<file path="src/rtl/dtree_feature_loader.sv">
// dtree_feature_loader
// Front end for the combinational decision-tree classifier. It collects a
// byte-serial feature frame, holds the assembled sample on the tree inputs,
// waits a fixed settle time, then captures the tree's class and offers it
// with a running sample index.
//
// Ports:
//   clk, rst_n        clock, asynchronous active-low reset
//   in_valid/in_ready feature byte handshake (in_ready registered, state only)
//   in_data, in_last  feature byte, end-of-frame marker
//   x_flat            assembled sample to the tree, X<k> at [(k+1)*W-1:k*W]
//   tree_class        combinational class from the tree
//   res_valid/ready   result handshake
//   res_class, res_idx captured class and index of the producing sample
//   frame_err         one-cycle pulse on a short or long frame
module dtree_feature_loader #(
  parameter int unsigned N_FEAT     = 5,
  parameter int unsigned W          = 8,
  parameter int unsigned CLASS_W    = 1,
  parameter int unsigned SETTLE_CYC = 2
) (
  input  logic                  clk,
  input  logic                  rst_n,
  input  logic                  in_valid,
  output logic                  in_ready,
  input  logic [W-1:0]          in_data,
  input  logic                  in_last,
  output logic [N_FEAT*W-1:0]   x_flat,
  input  logic [CLASS_W-1:0]    tree_class,
  output logic                  res_valid,
  input  logic                  res_ready,
  output logic [CLASS_W-1:0]    res_class,
  output logic [15:0]           res_idx,
  output logic                  frame_err
);

  localparam int unsigned KW    = (N_FEAT > 1) ? $clog2(N_FEAT) : 1;
  localparam int unsigned CNT_W = 8;
  localparam int unsigned XW    = N_FEAT * W;
  localparam int unsigned IDX_W = 16;

  localparam logic [1:0] ST_LOAD   = 2'd0;
  localparam logic [1:0] ST_SETTLE = 2'd1;
  localparam logic [1:0] ST_RESULT = 2'd2;
  localparam logic [1:0] ST_DRAIN  = 2'd3;

  localparam logic [KW-1:0]    K_LAST   = KW'(N_FEAT - 1);
  localparam logic [CNT_W-1:0] CNT_INIT = CNT_W'(SETTLE_CYC - 1);

  logic [1:0]         state, state_nxt;
  logic [KW-1:0]      k, k_nxt;
  logic [CNT_W-1:0]   cnt, cnt_nxt;
  logic [XW-1:0]      x_nxt;
  logic               res_valid_nxt;
  logic [CLASS_W-1:0] res_class_nxt;
  logic [IDX_W-1:0]   res_idx_nxt;
  logic               frame_err_nxt;
  logic               in_ready_nxt;
  logic               xfer;

  assign xfer = in_valid && in_ready;

  // Next-state and next-output logic
  always_comb begin
    state_nxt     = state;
    k_nxt         = k;
    cnt_nxt       = cnt;
    x_nxt         = x_flat;
    res_valid_nxt = res_valid;
    res_class_nxt = res_class;
    res_idx_nxt   = res_idx;
    frame_err_nxt = 1'b0;

    case (state)
      ST_LOAD: begin
        if (xfer) begin
          for (int unsigned i = 0; i < N_FEAT; i++) begin
            if (k == KW'(i)) x_nxt[i*W +: W] = in_data;
          end
          if (k == K_LAST) begin
            k_nxt = '0;
            if (in_last) begin
              state_nxt = ST_SETTLE;
              cnt_nxt   = CNT_INIT;
            end else begin
              // Too many bytes: keep the sample, swallow the rest of the frame
              frame_err_nxt = 1'b1;
              state_nxt     = ST_DRAIN;
            end
          end else if (in_last) begin
            // Frame ended early: restart slot filling, no result
            frame_err_nxt = 1'b1;
            k_nxt         = '0;
          end else begin
            k_nxt = k + KW'(1);
          end
        end
      end

      ST_SETTLE: begin
        if (cnt == '0) begin
          res_class_nxt = tree_class;
          res_valid_nxt = 1'b1;
          state_nxt     = ST_RESULT;
        end else begin
          cnt_nxt = cnt - CNT_W'(1);
        end
      end

      ST_RESULT: begin
        if (res_ready) begin
          res_valid_nxt = 1'b0;
          res_idx_nxt   = res_idx + IDX_W'(1);
          state_nxt     = ST_LOAD;
        end
      end

      ST_DRAIN: begin
        if (xfer && in_last) begin
          state_nxt = ST_LOAD;
          k_nxt     = '0;
        end
      end

      default: begin
        state_nxt = ST_LOAD;
        k_nxt     = '0;
      end
    endcase

    in_ready_nxt = (state_nxt == ST_LOAD) || (state_nxt == ST_DRAIN);
  end

  // State and output registers
  always_ff @(posedge clk or negedge rst_n) begin
    if (!rst_n) begin
      state     <= ST_LOAD;
      k         <= '0;
      cnt       <= '0;
      x_flat    <= '0;
      res_valid <= 1'b0;
      res_class <= '0;
      res_idx   <= '0;
      frame_err <= 1'b0;
      in_ready  <= 1'b1;
    end else begin
      state     <= state_nxt;
      k         <= k_nxt;
      cnt       <= cnt_nxt;
      x_flat    <= x_nxt;
      res_valid <= res_valid_nxt;
      res_class <= res_class_nxt;
      res_idx   <= res_idx_nxt;
      frame_err <= frame_err_nxt;
      in_ready  <= in_ready_nxt;
    end
  end

endmodule

</file>
<file path="config.mk">
export PLATFORM = sky130hd
export DESIGN_NAME = dtree_feature_loader
export DESIGN_NICKNAME = d
export VERILOG_FILES = /design/src/rtl/dtree_feature_loader.sv
export SDC_FILE = /design/constraint.sdc
export NUM_CORES = 1
export LEC_CHECK = 0
export BUFFER_PORTS_ARGS = -buffer_cell sky130_fd_sc_hd__clkbuf_2
export CORE_MARGIN = 2
export CORE_UTILIZATION = 51
export DETAILED_ROUTE_END_ITERATION = 10
export PLACE_DENSITY_LB_ADDON = 0.1
export SETUP_SLACK_MARGIN = 0.4
export SLEW_MARGIN = 10
export SYNTH_ARGS = -nofsm -noshare
export SYNTH_HDL_FRONTEND = slang
export SYNTH_SLANG_ARGS = --single-unit
</file>
<file path="constraint.sdc">
create_clock -name clk -period 2.7 [get_ports clk]
set_clock_uncertainty 0.05 [all_clocks]
set_input_delay 0.27 -clock clk [delete_from_list [all_inputs] [get_ports clk]]
set_output_delay 0.27 -clock clk [all_outputs]
set_load 0.02 [all_outputs]
</file>
# --- After elaboration in Yosys (flattened, before gate mapping) ---
# Cells that the tools add are included.
classes:
  n_reduce_logical: 20
  addsub: 3
  eq_ne: 15
  mux: 25
op_table:
  columns: ["operator", "count"]
  rows:
  - ["$mux W8", 4]
  - ["$reduce_and A3 Y1", 7]
  - ["$add A16 B1 Y16 const B", 1]
  - ["$pmux W8 S2", 1]
  - ["$ne A2 B2 Y1 const B", 7]
  - ["$mux W2", 6]
  - ["$mux W3", 4]
  - ["$logic_not A8 Y1", 1]
  - ["$pmux W2 S4", 1]
  - ["$sub A8 B1 Y8 const B", 1]
  - ["$mux W1", 7]
  - ["$eq A2 B2 Y1 const B", 3]
  - ["$eq A3 B2 Y1 const B", 2]
  - ["$pmux W3 S2", 1]
  - ["$reduce_bool A2 Y1", 3]
  - ["$reduce_and A5 Y1", 1]
  - ["$logic_not A2 Y1", 2]
  - ["$reduce_and A2 Y1", 2]
  - ["$add A3 B1 Y3 const B", 1]
  - ["$eq A3 B1 Y1 const B", 1]
  - ["$eq A3 B3 Y1 const B", 1]
  - ["$logic_not A3 Y1", 1]
  - ["$eq A2 B1 Y1 const B", 1]
  - ["$logic_and A1 B1 Y1", 2]
  - ["2 further kinds", 2]
totals:
  regBits: 73
  out_inout_bits: 60
  in_bits: 14
  wordCells: 76

# --- Logic depth before layout (Yosys ltp) ---
depth:
  ltp_word: 6
  mapped_depth: 8
  ltp_nobuf: 8

# --- Worst setup path before layout ---
# Ideal clock, no wire load.
synth_timing:
  path_kind: "flip-flop to flip-flop"
  from: "register k[0]"
  to: "register cnt[4]"
  synth_period_minus_slack_ns: 1.876
  setup_ns: 0.078
  t_arrival_ns: 1.748
  slack_ns: 0.824
  path_stages_with_launch: 8
  path_buffers: 0
  required_time_ns: 2.572
  cell_sequence: "dfrtp_1 inv_1 ha_1 nand2_1 nor2_1 a31oi_4 or4_1 a21boi_1"
synth_via:
  elab_chain_len: 3
synth_rtl:
  columns: ["item", "line", "source"]
  rows:
  - ["start: declaration", "51", "logic [KW-1:0] k, k_nxt;"]
  - ["start signal: assignment", "148", "k <= k_nxt;"]
  - ["$eq A3 B3 Y1", "80", "if (k == K_LAST) begin"]
  - ["$ne A2 B2 Y1 (no line)", null, null]
  - ["$reduce_and A5 Y1 (no line)", null, null]
  - ["end signal: assignment", "149", "cnt <= cnt_nxt;"]
  - ["end: declaration", "52", "logic [CNT_W-1:0] cnt, cnt_nxt;"]
# No other way between the ends.
# A chain may end at the register's enable or synchronous reset.

# --- Worst setup path in the final report ---
# Ends and elaborated chain as after synthesis.

==> results.py <==
metrics = {
    "pwr": {
        "ir_worst_vdd_mv": 0.6294,
        "switching_share": 0.3812,
        "seqPwrFrac": 0.408,
        "power_density_nw_per_um2": 1122,
        "internal_power_uw": 2708,
        "clockPowerShare": 0.221,
        "pwr-share-comb": 0.371,
        "power_leakage_uw": 0.001939,
        "p_switching_uw": 1668,
    },
    "global_routing": {
        "antenna_found_initial": 0,
        "grt_max_degree": 74,
        "track_usage": 0.1902,
        "grt_pass1_wl_um": 10550,
        "grt_pass1_vias": 2171,
        "overflow": 0,
    },
    "floorplanning": {
        "die_h_um": 83.24,
        "die_w_um": 83.24,
        "rows": 28,
        "initial_core_util": 0.5345,
        "io_pins": 74,
        "die_area_um2": 6928,
        "coreArea_um2": 5991,
    },
    "logic_synthesis": {
        "synth_area_um2": 3202,
        "synth_cell_types": 41,
        "synth_top_cell_by_area": "dfrtp_1",
        "syn_area_per_cell_um2": 12.22,
        "yosysWarnings": 0,
        "synth-seq-cells": 73,
        "syn_nets": 284,
        "synthCells": 262,
        "synth_top_area_share": 0.5627,
        "ys_seq_area_frac": 0.5709,
        "synthTopCellsByArea": "dfrtp_1 56%, mux2_2 12%, nand2_1 5.0%",
    },
    "drt": {
        "drc": 0,
        "wl_per_cell_um": 14.70,
        "via_count": 2255,
        "antenna_left": 0,
        "drtPass1Iterations": 4,
        "routed_wl_um": 6249,
        "drt_iter0_markers": 115,
        "viasPerCell": 5.306,
    },
    "clock_network": {
        "cts_root_buf": "clkbuf_8",
        "cts_buffers": 9,
        "htreeDepth": 3,
        "clock_latency_ps": 350,
        "cts_setup_buffers": 0,
        "clockBufferDepth": 2,
        "cts.sinks": 73,
        "path_clk_slew_ps": 80,
        "cts_tree": "built",
    },
    "sta": {
        "grt_setup_unrepaired": "no",
        "fin_setup_tns_ps": 0,
        "period_minus_slack_ps": 2062,
        "clock.fmax_ghz": 0.4849,
        "worst_pin_slew_ps": 478.7,
        "slew_headroom": 0.6801,
        "slew_violations": 0,
        "holdWs_ps": 104.7,
        "finalSetupViolCount": 0,
        "min_period_over_period": 0.7639,
        "hold_violations": 0,
    },
    "critical_path": {
        "path_class": "register to register",
        "path_buf_inv": 1,
        "cp_top_family": "simple AND/OR/NAND/NOR gates",
        "rr_endpoint": "cnt[4]",
        "crit_slowest_cell": "or4_1",
        "slowest_delay_ps": 510,
        "arrival_ps": 2290,
        "r2r_start": "k[0]",
        "start_kind": "register",
        "rrSetupSlack_ps": 640,
        "reg2reg_depth": 7,
        "cp-end-kind": "register",
        "crit_path_max_fanout": 10,
        "crit_chain": "inv_1, ha_1, nand2_1, nor2_1, a31oi_4, or4_1, a21boi_1",
        "critPathRequiredTime_ps": 2930,
    },
    "run": {
        "drv_cap": 0,
    },
    "placement": {
        "io_buffers": 73,
        "dpl.hpwl_um": 4313,
        "gp_congestion": 0.7953,
        "place_area_um2": 3661,
    },
    "hold_path": {
        "hold_path_class": "input pin to register",
        "min_to": "x_flat[36]",
        "holdPathStages": 3,
        "hp-start": "in_data[4]",
    },
    "finish": {
        "nNetsFinal": 367,
        "fin_area_um2": 3899,
        "seq_area_um2": 1828,
        "num-fill-cells": 474,
        "diodes": 0,
        "layout-drive-gt1-share": 0.3857,
        "multiInputGateArea_um2": 1313,
        "syn_to_final_growth_pct": 21.77,
    },
    "run_status": {
        "outcome": "completed",
    },
}
per-layer routing:
metal  wire (um)  up-vias  GRT usage
met5           0        -          0
met1        3021     1094     0.2637
met3         277       11    0.03976
li1            -     1097          -
met4         131        0    0.09240
met2        2818       53     0.2859
through the flow:
stage | total power, uW | instances | setup slack [ps] | util
4_1_cts | 4422 | 425 | 637.8 | 0.6508
3_5_place_dp | 3448 | 408 | 680.4 | 0.6111
2_1_floorplan | 2900 | 262 | 823.9 | -
5_1_grt | 4644 | 425 | 489.2 | 0.6508
6_report | 4376 | 425 | 637.6 | 0.6508
3_3_place_gp | 3399 | 408 | 744.0 | 0.6111
cell families after synthesis:
logic type               after synthesis  synth area share
AO/OA/AOI/OAI                         20           0.04494
XOR/XNOR                              17           0.04650
adder cells (fa/ha/maj)                8           0.03126
buffers and inverters                 13           0.01915
flip-flops                            73            0.5709
multiplexers                          36            0.1258
AND/OR/NAND/NOR                       95            0.1614
flip-flops by register name, summed over array words and instances, names as in the netlist:
name	flops
cnt	8
frame_err	1
in_ready	1
k	3
res_class	1
res_idx	16
res_valid	1
state	2
x_flat	40
worst max-delay path by stage:
| stage | start | endpoint | slack [ps] | depth (start not counted) |
|---|---|---|---|---|
| CTS | k[0] | cnt[4] | 640 | 7 |
| floorplan | k[0] | cnt[4] | 820 | 7 |
| global route | k[0] | cnt[4] | 490 | 7 |
| detailed placement | k[0] | cnt[4] | 680 | 7 |
| global placement | state[0] | cnt[4] | 740 | 6 |
| finish | k[0] | cnt[4] | 640 | 7 |
layout by cell type (no fill, tap or decap), types with 6 or more instances in the layout:
| cell | n |
|---|---|
| nand2_1 | 43 |
| mux2_2 | 34 |
| ha_1 | 8 |
| dfrtp_1 | 72 |
| a21oi_1 | 6 |
| nand3_1 | 10 |
| inv_1 | 7 |
| xnor2_1 | 13 |
| nor2_1 | 8 |
| clkbuf_2 | 72 |
| clkbuf_8 | 10 |
final cells by class:
cell class | count | share of cell area
clock inverters | 6 | 0.02311
clock buffers | 10 | 0.03530
well taps | 75 | 0.02407
inverters | 9 | 0.008665
flip-flops and latches | 73 | 0.4689
repair buffers | 76 | 0.1033
multi-input cells | 176 | 0.3366
cells in the mapped netlist:
cell       count
xnor2_1       13
inv_1          7
o311ai_0       1
buf_2          1
dfstp_2        1
mux2i_1        2
nand4_1        5
or3_1          1
clkbuf_1       1
xor2_1         4
buf_6          1
o21ai_1        1
o21ai_0        5
a31oi_1        1
a21oi_1        6
buf_4          1
nand4_2        1
nor4_2         1
nor2_2         1
or4_1          5
nor3_1         1
nand2b_1       4
nand4b_1       2
and4bb_4       1
mux2_2        34
a21boi_1       2
nand2_1       43
nor2_1         8
and3_1         4
and4b_1        1
a31oi_4        1
nor2b_1        1
o31ai_1        2
and4_1         4
nand3_1       10
o211a_4        1
nand4bb_1      1
nand3_4        1
inv_2          2
ha_1           8
dfrtp_1       72
power by group through the flow:
stage | Clock [uW] | Sequential, uW | Combinational (uW)
final | 965 | 1790 | 1620
after global routing | 1020 | 1850 | 1770
after CTS | 984 | 1790 | 1650
after detailed placement | 0 | 1810 | 1640
after global placement | 0 | 1800 | 1600
after floorplan | 0 | 2160 | 741
timing repair:
item                                   CTS  global route
endpoints found under the hold margin   72             0
hold buffers                             1             0
gates resized for setup                  0             0
worst min-delay path: stages:
cell      delay [ps]
clkbuf_2         110
nand2_1           60
nand2_1           40
Power figures use the tool's default switching activity.
